File: src/rtl/fifo_pkg.sv
// Shared constants and helpers for the fifo_flags block.
package fifo_pkg;

  localparam int FWFT_OFF = 0;
  localparam int FWFT_ON  = 1;

  // Occupancy counter must represent 0..depth inclusive.
  function automatic int cnt_w(input int depth);
    return $clog2(depth + 1);
  endfunction

endpackage

File: src/rtl/fifo_mem.sv
// DEPTH x DATA_W register storage: synchronous write, combinational read.
module fifo_mem #(
  parameter int DATA_W = 8,
  parameter int DEPTH  = 4,
  parameter int PW     = 2
) (
  input  logic              clk,
  input  logic              we,
  input  logic [PW-1:0]     waddr,
  input  logic [DATA_W-1:0] wdata,
  input  logic [PW-1:0]     raddr,
  output logic [DATA_W-1:0] rdata
);

  logic [DATA_W-1:0] mem [DEPTH];

  // Contents intentionally not reset; pointers define what is valid.
  always_ff @(posedge clk) begin
    if (we) mem[waddr] <= wdata;
  end

  assign rdata = mem[raddr];

endmodule

File: src/rtl/fifo_flags.sv
// Single-clock FIFO with occupancy flags, sticky error flags and selectable
// registered or first-word-fall-through read mode.
module fifo_flags
  import fifo_pkg::*;
#(
  parameter int DATA_W    = 8,
  parameter int DEPTH     = 4,
  parameter int AF_THRESH = DEPTH - 1,
  parameter int AE_THRESH = 1,
  parameter int FWFT      = FWFT_OFF
) (
  input  logic                     clk,
  input  logic                     reset,
  input  logic                     wr_en,
  input  logic                     rd_en,
  input  logic                     clr_err,
  input  logic [DATA_W-1:0]        data_in,
  output logic [DATA_W-1:0]        data_out,
  output logic                     full,
  output logic                     empty,
  output logic                     almost_full,
  output logic                     almost_empty,
  output logic [cnt_w(DEPTH)-1:0]  count,
  output logic                     overflow,
  output logic                     underflow
);

  localparam int CW = cnt_w(DEPTH);
  localparam int PW = $clog2(DEPTH);

  if (DEPTH < 2) begin : g_bad_depth
    $error("fifo_flags: DEPTH must be >= 2");
  end
  if (AF_THRESH < 1 || AF_THRESH > DEPTH) begin : g_bad_af
    $error("fifo_flags: AF_THRESH must be in 1..DEPTH");
  end
  if (AE_THRESH < 0 || AE_THRESH > DEPTH - 1) begin : g_bad_ae
    $error("fifo_flags: AE_THRESH must be in 0..DEPTH-1");
  end

  logic [PW-1:0]     wr_ptr, rd_ptr;
  logic [CW-1:0]     cnt_q;
  logic              wr_acc, rd_acc;
  logic [DATA_W-1:0] mem_rdata;

  assign full         = (cnt_q == CW'(DEPTH));
  assign empty        = (cnt_q == '0);
  assign almost_full  = (cnt_q >= CW'(AF_THRESH));
  assign almost_empty = (cnt_q <= CW'(AE_THRESH));
  assign count        = cnt_q;

  assign wr_acc = wr_en && !full;
  assign rd_acc = rd_en && !empty;

  // Explicit wrap so non-power-of-two depths work.
  function automatic logic [PW-1:0] ptr_inc(input logic [PW-1:0] p);
    return (p == PW'(DEPTH - 1)) ? '0 : p + PW'(1);
  endfunction

  always_ff @(posedge clk) begin
    if (reset) begin
      wr_ptr    <= '0;
      rd_ptr    <= '0;
      cnt_q     <= '0;
      overflow  <= 1'b0;
      underflow <= 1'b0;
    end else begin
      if (wr_acc) wr_ptr <= ptr_inc(wr_ptr);
      if (rd_acc) rd_ptr <= ptr_inc(rd_ptr);
      case ({wr_acc, rd_acc})
        2'b10:   cnt_q <= cnt_q + CW'(1);
        2'b01:   cnt_q <= cnt_q - CW'(1);
        default: cnt_q <= cnt_q;
      endcase
      // A new error in the same cycle as clr_err leaves the flag set.
      overflow  <= (overflow  && !clr_err) || (wr_en && full);
      underflow <= (underflow && !clr_err) || (rd_en && empty);
    end
  end

  fifo_mem #(
    .DATA_W (DATA_W),
    .DEPTH  (DEPTH),
    .PW     (PW)
  ) u_mem (
    .clk   (clk),
    .we    (wr_acc),
    .waddr (wr_ptr),
    .wdata (data_in),
    .raddr (rd_ptr),
    .rdata (mem_rdata)
  );

  if (FWFT == FWFT_ON) begin : g_fwft
    assign data_out = mem_rdata;
  end else begin : g_reg
    logic [DATA_W-1:0] dout_q;
    always_ff @(posedge clk) begin
      if (reset)       dout_q <= '0;
      else if (rd_acc) dout_q <= mem_rdata;
    end
    assign data_out = dout_q;
  end

endmodule

File: config.mk
export PLATFORM = sky130hd
export DESIGN_NAME = fifo_flags
export DESIGN_NICKNAME = d
export VERILOG_FILES = /design/src/rtl/fifo_pkg.sv /design/src/rtl/fifo_mem.sv /design/src/rtl/fifo_flags.sv
export SDC_FILE = /design/constraint.sdc
export NUM_CORES = 1
export LEC_CHECK = 0
export BUFFER_PORTS_ARGS = -buffer_cell sky130_fd_sc_hd__buf_2
export CAP_MARGIN = 20
export CORE_MARGIN = 2
export CORE_UTILIZATION = 52
export DETAILED_ROUTE_END_ITERATION = 8
export PLACE_DENSITY_LB_ADDON = 0.25
export SLEW_MARGIN = 0
export SYNTH_ARGS = -nofsm -noshare
export SYNTH_HDL_FRONTEND = slang
export SYNTH_HIERARCHICAL = 1
export SYNTH_SLANG_ARGS = --single-unit
File: constraint.sdc
create_clock -name clk -period 3.1 [get_ports clk]
set_input_delay 0.155 -clock clk [delete_from_list [all_inputs] [get_ports clk]]
set_output_delay 0.155 -clock clk [all_outputs]
set_load 0.01 [all_outputs]
==> results of run 1 <==
==> power breakdown <==
part           switching, mW  internal, mW  leakage [nW]
registers             0.0753         0.788         0.433
logic                  0.276         0.221         0.387
clock network          0.196         0.156        0.0455
==> how the worst max path moves through the flow <==
stage                        start         endpoint  depth (start not counted)
after global routing      count[0]         count[2]                          8
final                     count[0]         count[2]                          8
after global placement    count[0]         count[2]                          8
after floorplan           count[0]  u_mem/mem[0][0]                          4
after CTS                 count[0]         count[2]                          8
after detailed placement  count[0]         count[2]                          8
==> critical path: cells and delay by family (launching register included) <==
family          cells  cell delay (ns)
buf+inv             2             0.23
flops               1             0.41
compound gates      3             0.69
fa+ha+maj           2             0.65
simple gates        1             0.21
==> flip-flops by register name (all words and copies together) (netlist names) <==
signal     cells
count          3
data_out       8
overflow       1
rd_ptr         2
u_mem/mem     32
underflow      1
wr_ptr         2
==> final cells by class <==
class	count	area, um2	share of cell area [%]
clock buffer	5	68.8	3.06
tap	48	60.1	2.67
multi-input combinational	78	623	27.7
sequential	49	1300	57.8
clock inverter	3	17.5	0.779
inverter	7	26.3	1.17
timing repair buffer	30	153	6.79
==> logic make-up after synthesis <==
logic type	count (synthesis)	synth area share (%)
AND/OR/NAND/NOR	29	7.45
AO/OA/AOI/OAI	29	7.83
buffers and inverters	15	3.69
XOR/XNOR	2	0.877
multiplexers	10	10.0
flip-flops	49	65.1
adder cells (fa/ha/maj)	8	5.01
==> cell usage in the layout (no fill, tap or decap), types with 5 or more instances in the layout <==
master / Yosys / final
nor2_1: 11 / 11
dfxtp_1: 17 / 17
edfxtp_1: 32 / 32
clkbuf_8: 0 / 5
nand3_1: 9 / 9
buf_2: 1 / 29
mux4_2: 8 / 8
a21oi_1: 12 / 12
ha_1: 8 / 8
inv_1: 6 / 6
o21ai_0: 12 / 12
==> layer usage <==
| layer | wire (um) | share of wire (%) | up-vias |
|---|---|---|---|
| met5 | 0 | 0 | - |
| li1 | - | - | 583 |
| met4 | 18 | 0.54 | 0 |
| met1 | 1460 | 44 | 573 |
| met2 | 1590 | 48 | 42 |
| met3 | 244 | 7.4 | 2 |
==> summary.md, run 1 <==
| Metric | Value |
|---|---|
| Outcome | completed |
| Number of flops mapped to enable cells by yosys | 32 |
| Routed via count | 1,200 |
| First-pass GRT wire length | 5.56 mm |
| Pin count of the biggest net entering global routing | 18 |
| Slowest-stage cell, CP | a21boi_1 |
| Nets | 192 |
| Netlist cell types | 28 |
| M3 GR Usage | 5.11% |
| Period utilisation layout | 72.4% |
| Diode count | 0 |
| Most used DFF post-synth | edfxtp_1 |
| Hpwl dp | 2.34 mm |
| Worst skew pair latency | 0.29 ns |
| Cell row count | 22 |
| Final setup vio count | 0 |
| Synth top cells by count | edfxtp_1, dfxtp_1, a21oi_1, o21ai_0, nor2_1 |
| Post-cts repair resize count | 0 |
| Htree depth | 2 |
| Final WS setup | 0.856 ns |
| WHS Endpoint | u_mem/mem[3][5] |
| Post-synthesis cell count | around 140 |
| Fin. Hold Viols | 0 |
| Max stage delay on crit path | 0.51 ns |
| Grt total ovfl | 0 |
| FMAX | 0.446 GHz |
| GR Layer Usage met1 | 23.2% |
| WHS | about 0.071 ns |
| Post CTS Setup Buffer Count | 0 |
| Top cell type's share of synthesized area | 48.1% |
| #FFs+latches synth | 49 |
| Die Y | ~66 um |
| Worst r2r path cells | 8 |
| Placed insts | 212 |
| Synth Warn # | 6 |
| # IOs | 30 |
| CP Cell Sequence | inv_1 -> ha_1 -> a21boi_1 -> inv_1 -> ha_1 -> nor3_1 -> a31oi_1 -> a21oi_1 |
| Die span in x | between 60 and 70 um |
| Ratio of cells with drive above 1 in the final layout | 26.7% |
| Cell with the most instances after synthesis | edfxtp_1 |
| Crit path DAT | 2.47 ns |
| Static Leak | between 0.8 and 0.9 nW |
| Hold Startpoint | data_in[5] |
| Power Density | about 760 nW/um2 |
| Drt first-iter violations | 103 |
| Clk_skew | 0.00364 ns |
| Drt via density | 5.45 |
| Hold depth | 1 |
| Net Count, Synth | 163 |
| Final total power | 1.71 mW |
| Critical path required time | 3.33 ns |
| Initial antenna violation count | 0 |
| Worst R2R Setup Slack | ~0.86 ns |
| Busiest grt layer | met2 |
| Final setup TNS | 0 ns |
| Area growth, synth to finish | 12.6% |
| HP Class | input port to flip-flop |
| Slew Viols, Final | 0 |
| Slew margin rel. | 59.4% |
| M2 GR Usage | 28.2% |
| Async set or reset register ratio after synthesis | 0% |
| Peak supply drop | about 0.4 mV |
| Die ar. | 4350 um2 |
| Setup CP Type | flip-flop to flip-flop |
| IO buf count | 29 |
| Layout Utilization | 61.0% |
| Placer Congestion | 0.812 |
| Final ANT Viol Nets | 0 |
| Starting Density | 54.2% |
| Setup WS pre-CTS | roughly 0.90 ns |
| Synth area leaders | edfxtp_1, dfxtp_1, mux4_2 |
| CTS Buf Count | 5 |
| CP Launch Type | flip-flop |
| Routed wire length | 3.32 mm |
| Total of max-cap violations | 0 |
| CTS Hold Bufs | 0 |
| Clock sink total | roughly 50 |
| Drc violations | 0 |
| Worst r2r src | count[0] |
| R2r endpoint | count[2] |
| Number of detailed-route iterations in the first pass | 4 |
| CTS tree | done |
| Mean instance size in the synthesized netlist | 14.1 um2 |
| Reg clk slew, reported paths | 0.08 ns |
| Actual slew at the worst max-slew pin | just over 0.6 ns |
| Routed WL per cell | 15.1 um |
| Post-route insts no fill | 220 |
| Synthesized area | 2000 um2 |
| Post-synthesis sequential area ratio | 65.1% |
| Most area-hungry cell type in the Yosys netlist | edfxtp_1 |
| Vias in the first global route | 1,178 |
| Largest fanout on the critical path | 7 |
| Fin crit period | 2.24 ns |
| RSZ-0062 raised after global routing | false |
| FILL cells | 287 |
| Core box area | 3690 um2 |
| CTS Root Cell | clkbuf_8 |
| Final instance area | 2250 um2 |
| Clk buf depth | 2 |
| CP Capture Type | flip-flop |
| DP Area | 2160 um2 |
| GRT Util Overall | 17.7% |
Power figures use the tool's default switching activity.
==> run 2: changes to the inputs <==
ABC_AREA = 1   (was default)
clock period = 2.2 ns   (was 3.1 ns; I/O delays follow)
==> run 2 against run 1 <==
Compared with the run above: worst setup slack worse by 0.53 ns; die area up 12%; global-route usage up 1.1 points; total power is 69% higher; worst hold slack got worse by 0.023 ns; count of clock-buffer cells in the layout did not move; non-clock buffer count up 6.
==> summary.md, run 2 <==
| Metric | Value |
|---|---|
| Nets | 307 (+60%) |
| Cell with the most instances after synthesis | nand2_1 |
| Fin crit period | 1.88 ns (-0.368 ns) |
| Final setup vio count | 0 (unchanged) |
| CP Capture Type | flip-flop |
| Htree depth | 2 (unchanged) |
| Grt total ovfl | 0 (unchanged) |
| CTS tree | done |
| Mean instance size in the synthesized netlist | 8.96 um2 (-36%) |
| GRT Util Overall | 18.8% (+1.1 points) |
| Post-synthesis sequential area ratio | 57.8% (-7.3 points) |
| Synth area leaders | edfxtp_1, dfxtp_1, nand2_1 |
| Clk buf depth | 2 (unchanged) |
| Starting Density | 55.1% (+0.88 points) |
| Actual slew at the worst max-slew pin | 0.386 ns (-0.222 ns) |
| Die Y | 69.8 um (+5.7%) |
| Number of flops mapped to enable cells by yosys | 32 (unchanged) |
| Worst skew pair latency | 0.30 ns (about the same) |
| Post-cts repair resize count | 0 (unchanged) |
| CTS Root Cell | clkbuf_8 |
| Clk_skew | 0.00598 ns (+0.00234 ns) |
| Final ANT Viol Nets | 0 (unchanged) |
| #FFs+latches synth | 49 (unchanged) |
| Vias in the first global route | 1,551 (+32%) |
| CTS Buf Count | 5 (unchanged) |
| Drt via density | 4.87 (-11%) |
| Most common cell after layout, fill and taps aside | nand2_1 |
| Async set or reset register ratio after synthesis | 0% (unchanged) |
| Diode count | 0 (unchanged) |
| Synthesized area | 2250 um2 (+13%) |
| Crit path top cell by count | inv_1 |
| Crit-path leading delay family | buffers and inverters |
| Commonest non-fill, non-tap cells in the layout | nand2_1, inv_1, edfxtp_1, nor2_1, buf_2 |
| Peak supply drop | 0.896 mV (+120%) |
| Crit path DAT | 1.90 ns (-0.57 ns) |
| Number of detailed-route iterations in the first pass | 4 (unchanged) |
| CP bufs+invs | 4 (+2) |
| Core box area | 4090 um2 (+11%) |
| FILL cells | 344 (+20%) |
| Pin count of the biggest net entering global routing | 17 (-1) |
| Synth Warn # | 6 (unchanged) |
| Cell row count | 23 (+4.5%) |
| CP Cell Sequence | inv_1 -> ha_1 -> nand2_1 -> nand2_1 -> inv_1 -> inv_1 -> nor3_1 -> buf_4 |
| WHS | 0.0479 ns (-0.0234 ns) |
| Final setup TNS | 0 ns (unchanged) |
| Post-synthesis cell count | 251 (+77%) |
| Worst R2R Setup Slack | 0.32 ns (-0.53 ns) |
| Total of max-cap violations | 0 (unchanged) |
| Power Density | 1140 nW/um2 (+50%) |
| Fin. Hold Viols | 0 (unchanged) |
| Synth top cells by count | nand2_1, inv_1, edfxtp_1 |
| Routed via count | 1,641 (+37%) |
| Initial antenna violation count | 0 (unchanged) |
| Post CTS Setup Buffer Count | 0 (unchanged) |
| Drt first-iter violations | 116 (+13%) |
| Max stage delay on crit path | 0.39 ns (-0.12 ns) |
| M2 GR Usage | 32.0% (+3.8 points) |
| CTS Hold Bufs | 1 (+1) |
| Most used DFF post-synth | edfxtp_1 |
| Ratio of cells with drive above 1 in the final layout | 15.7% (-11 points) |
| Largest reg by FF count | u_mem/mem |
| Die ar. | 4870 um2 (+12%) |
| Largest register FFs | 32 (unchanged) |
| Setup CP Type | flip-flop to flip-flop |
| Placer Congestion | 0.821 (+1.1%) |
| Outcome | completed |
| RSZ-0062 raised after global routing | false |
| Busiest grt layer | met2 |
| Drc violations | 0 (unchanged) |
| Slew margin rel. | 74.2% (+15 points) |
| Net Count, Synth | 272 (+67%) |
| Slew Viols, Final | 0 (unchanged) |
| Largest fanout on the critical path | 8 (+1) |
| Final total power | 2.90 mW (+69%) |
| First-pass GRT wire length | 7.07 mm (+27%) |
| FMAX | 0.533 GHz (+20%) |
| Critical path required time | 2.22 ns (-1.11 ns) |
| M3 GR Usage | 5.09% (-0.024 points) |
| IO buf count | 29 (unchanged) |
| Routed WL per cell | 12.5 um (-17%) |
| Routed wire length | 4.21 mm (+27%) |
| Clock sink total | 49 (unchanged) |
| Die span in x | 69.8 um (+5.7%) |
| Most area-hungry cell type in the Yosys netlist | edfxtp_1 |
| Reg clk slew, reported paths | 0.09 ns (about the same) |
| CP Launch Type | flip-flop |
| Area growth, synth to finish | 13.0% |
| Slowest-stage cell, CP | dfxtp_1 |
| Period utilisation layout | 85.3% (+13 points) |
| HP Class | input port to flip-flop |
| # IOs | 30 (unchanged) |
| Static Leak | 1.25 nW (+44%) |
| Top cell type's share of synthesized area | 42.7% (-5.4 points) |
| Hpwl dp | 3.17 mm (+36%) |
| Netlist cell types | 20 (-29%) |
| GR Layer Usage met1 | 23.3% (+0.14 points) |
==> run 2: cell count changes after synthesis, moves of 6 or more <==
cell and delta:
nand2_1 +64, inv_1 +42, nor2_1 +18, nand3b_1 +9
mux4_2 -8, nand3_1 +8, o21ai_0 -7, a21oi_1 -6
==> run 2: worst register-to-register path, delay by kind of cell (launching register included) <==
family	cells	cell delay, ns
simple gates	3	0.42
fa+ha+maj	1	0.25
flops	1	0.39
buf+inv	4	0.52
==> run 2: cell families (layout without fill, tap and decap cells) <==
family,after synthesis,after routing,synth area share [%]
DFF,49,49,57.8
xor gates and xnor gates,1,1,0.389
AOI/OAI and AO/OA,12,12,2.95
buffers and inverters,58,94,11.2
adders and majority gates,8,8,4.45
and+or+nand+nor,123,123,23.2
==> run 2: stage by stage <==
stage | std cells | area (um2) | setup slack (ns) | util, %
final | 337 | 2540 | 0.324 | 62.2
after floorplan | 251 | 2250 | 0.141 | -
after CTS | 337 | 2540 | 0.330 | 62.2
after global routing | 337 | 2540 | 0.200 | 62.2
after detailed placement | 328 | 2440 | 0.367 | 59.7
after global placement | 328 | 2440 | 0.491 | 59.7
==> run 2: path summary, 6_finish.rpt <==
kind	depth (start not counted)	start	end
max	8	count[0]	u_mem/mem[1][0]
max reg2reg	8	count[0]	u_mem/mem[1][0]
min	1	data_in[4]	u_mem/mem[0][4]
min reg2reg	2	overflow	overflow
==> run 2: where the power goes <==
part,internal [mW],total [mW],leakage [nW],switching (mW)
sequential,1.15,1.28,0.434,0.121
combinational,0.436,1.10,0.768,0.659
clock,0.226,0.524,0.0462,0.298
total,1.82,2.90,1.25,1.08
==> run 2: layout make-up <==
type	instances	area (um2)	share of cell area, %
clock buffers	5	68.8	2.71
well taps	50	62.6	2.46
repair buffers	36	200	7.88
clock inverters	3	21.3	0.837
inverters	50	190	7.48
flip-flops and latches	49	1300	51.2
multi-input cells	144	697	27.4
==> run 2: layer usage <==
metal,vias to the layer above,part of all wire [%]
li1,850,-
met1,751,44
met2,34,50
met3,6,4.0
met4,0,1.7
met5,-,0
==> run 3: changes to the inputs <==
BUFFER_PORTS_ARGS = -buffer_cell sky130_fd_sc_hd__buf_4   (was -buffer_cell sky130_fd_sc_hd__buf_2)
==> run 3 against run 2 <==
Compared with the run above: via count increased by 1.5%; count of clock-buffer cells in the layout increased by 1; wire length increased by 4.2%; total power increased by 6.8%; clock skew increased by 0.0015 ns; maximum frequency increased by 3.1%; sequential cell count unchanged; register-to-register slack improved by 0.06 ns; critical endpoint is now u_mem/mem[2][2].
==> summary.md, run 3 (same netlist as run 2, synthesis figures left out) <==
| Metric | Value |
|---|---|
| Outcome | completed |
| CTS Root Cell | clkbuf_8 |
| Hold depth | 1 (unchanged) |
| Clock share of power | 20.2% (+2.1 points) |
| Initial antenna violation count | 0 (unchanged) |
| CP Launch Type | flip-flop |
| Largest reg by FF count | u_mem/mem |
| Drt via density | 4.94 (+1.5%) |
| Die Y | 69.8 um (unchanged) |
| Cell row count | 23 (unchanged) |
| CP Capture Type | flip-flop |
| Core box area | 4090 um2 (unchanged) |
| Peak supply drop | 0.646 mV (-28%) |
| Worst r2r src | count[0] |
| Worst R2R Setup Slack | 0.38 ns (+0.06 ns) |
| Placed insts | 328 (unchanged) |
| Number of detailed-route iterations in the first pass | 5 (+1) |
| Worst skew pair latency | 0.30 ns (about the same) |
| Hpwl dp | 3.19 mm (+0.49%) |
| R2r endpoint | u_mem/mem[2][2] |
| Static Leak | 1.27 nW (+2.0%) |
| Slew margin rel. | 72.7% (-1.5 points) |
| Fin. Hold Viols | 0 (unchanged) |
| RSZ-0062 raised after global routing | false |
| First-pass GRT wire length | 7.45 mm (+5.4%) |
| Total of max-cap violations | 0 (unchanged) |
| Htree depth | 2 (unchanged) |
| Area growth, synth to finish | 17.1% |
| Diode count | 0 (unchanged) |
| Routed WL per cell | 13.0 um (+4.2%) |
| Comb power frac | 38.3% (+0.5 points) |
| Final setup vio count | 0 (unchanged) |
| Commonest non-fill, non-tap cells in the layout | nand2_1, inv_1, buf_4, edfxtp_1, nor2_1 |
| Placer Congestion | 0.860 (+4.8%) |
| Hold Startpoint | data_in[4] |
| Largest fanout on the critical path | 8 (unchanged) |
| Vias in the first global route | 1,620 (+4.4%) |
| HP Class | input port to flip-flop |
| Drt first-iter violations | 163 (+41%) |
| Setup WS pre-CTS | 0.398 ns (+0.0309 ns) |
| Die span in x | 69.8 um (unchanged) |
| Pin count of the biggest net entering global routing | 17 (unchanged) |
| Post-route insts no fill | 337 (unchanged) |
| Routed via count | 1,665 (+1.5%) |
| Slew Viols, Final | 0 (unchanged) |
| FMAX | 0.550 GHz (+3.1%) |
| Drc violations | 0 (unchanged) |
| Net Sw Frac | 35.1% (-2.2 points) |
| IO buf count | 29 (unchanged) |
| Clock sink total | 49 (unchanged) |
| CTS tree | done |
| DP Area | 2510 um2 (+3.0%) |
| Grt total ovfl | 0 (unchanged) |
| Seq pwr share | 41.5% (-2.6 points) |
| Clk buf depth | 2 (unchanged) |
| Nets | 307 (unchanged) |
| Worst r2r path cells | 8 (unchanged) |
| CTS Buf Count | 5 (unchanged) |
| Setup CP Type | flip-flop to flip-flop |
| Clk_skew | 0.00746 ns (+0.00148 ns) |
| Ratio of cells with drive above 1 in the final layout | 15.7% (unchanged) |
| # IOs | 30 (unchanged) |
| Power Density | 1170 nW/um2 (+3.0%) |
| Most common cell after layout, fill and taps aside | nand2_1 |
| Period utilisation layout | 82.7% (-2.6 points) |
| Reg clk slew, reported paths | 0.08 ns (about the same) |
| Actual slew at the worst max-slew pin | 0.409 ns (+0.0223 ns) |
| Critical path required time | 2.21 ns (about the same) |
| Final ANT Viol Nets | 0 (unchanged) |
| Starting Density | 55.1% (unchanged) |
| Final setup TNS | 0 ns (unchanged) |
| Fin crit period | 1.82 ns (-0.0561 ns) |
| Sw Pwr | 1.08 mW (+0.57%) |
| Die ar. | 4870 um2 (unchanged) |
| WHS Endpoint | u_mem/mem[2][4] |
| Largest register FFs | 32 (unchanged) |
| Final instance area | 2640 um2 (+3.7%) |
| GRT Util Overall | 19.9% (+1.1 points) |
| Internal power | 2.01 mW (+10%) |
| Routed wire length | 4.39 mm (+4.2%) |
| Final WS setup | 0.380 ns (+0.0561 ns) |
| Crit path DAT | 1.83 ns (-0.07 ns) |
[run 3: stage by stage]
stage | hold WS, ns | power [mW] | utilization, %
after floorplan | 0.179 | 2.11 | -
after global placement | 0.303 | 2.47 | 61.5
after detailed placement | 0.304 | 2.49 | 61.5
after CTS | 0.0251 | 3.11 | 64.5
after global routing | 0.0157 | 3.33 | 64.5
final | 0.0282 | 3.09 | 64.5
[run 3: cell type report]
type | count | area [um2]
clock buffer | 6 | 72.6
multi-input combinational | 144 | 697
tap | 50 | 62.6
fill | 346 | 1450
clock inverter | 2 | 38.8
inverter | 50 | 190
sequential | 49 | 1300
timing repair buffer | 36 | 273
[run 3: power by group through the flow]
stage	clock network [mW]	registers [mW]	logic (mW)
global placement	0	1.30	1.17
detailed placement	0	1.30	1.19
CTS	0.633	1.28	1.20
finish	0.625	1.28	1.19
floorplan	0	1.30	0.810
global route	0.680	1.31	1.34
[run 3: worst max-delay path by stage]
stage	slack, ns	startpoint	endpoint	cells after the start
after floorplan	0.14	count[0]	u_mem/mem[0][0]	7
after global routing	0.17	count[0]	u_mem/mem[2][7]	8
after CTS	0.39	count[0]	u_mem/mem[2][3]	8
after detailed placement	0.40	count[0]	u_mem/mem[2][4]	8
final	0.38	count[0]	u_mem/mem[2][2]	8
after global placement	0.49	count[0]	u_mem/mem[0][6]	8
[run 3: what timing repair did]
item	in CTS	in global routing
hold endpoints to repair	2	0
resized for setup	0	0
setup buffers	0	0
hold buffers	1	0
[run 3: routing by layer]
| layer | part of all wire (%) | track usage (%) | vias to the layer above |
|---|---|---|---|
| met5 | 0 | 0 | - |
| met4 | 3.1 | 9.83 | 0 |
| met3 | 5.1 | 3.78 | 13 |
| met2 | 49 | 33.4 | 57 |
| met1 | 43 | 24.3 | 745 |
| li1 | - | - | 850 |
[run 3: critical path, cell delays in order (launching register included)]
cell and delay, ns:
dfxtp_1 0.39, inv_1 0.12, ha_1 0.26, nand2_1 0.11, nand2_1 0.11, inv_1 0.11, inv_1 0.09, nor3_1 0.16
buf_4 0.20
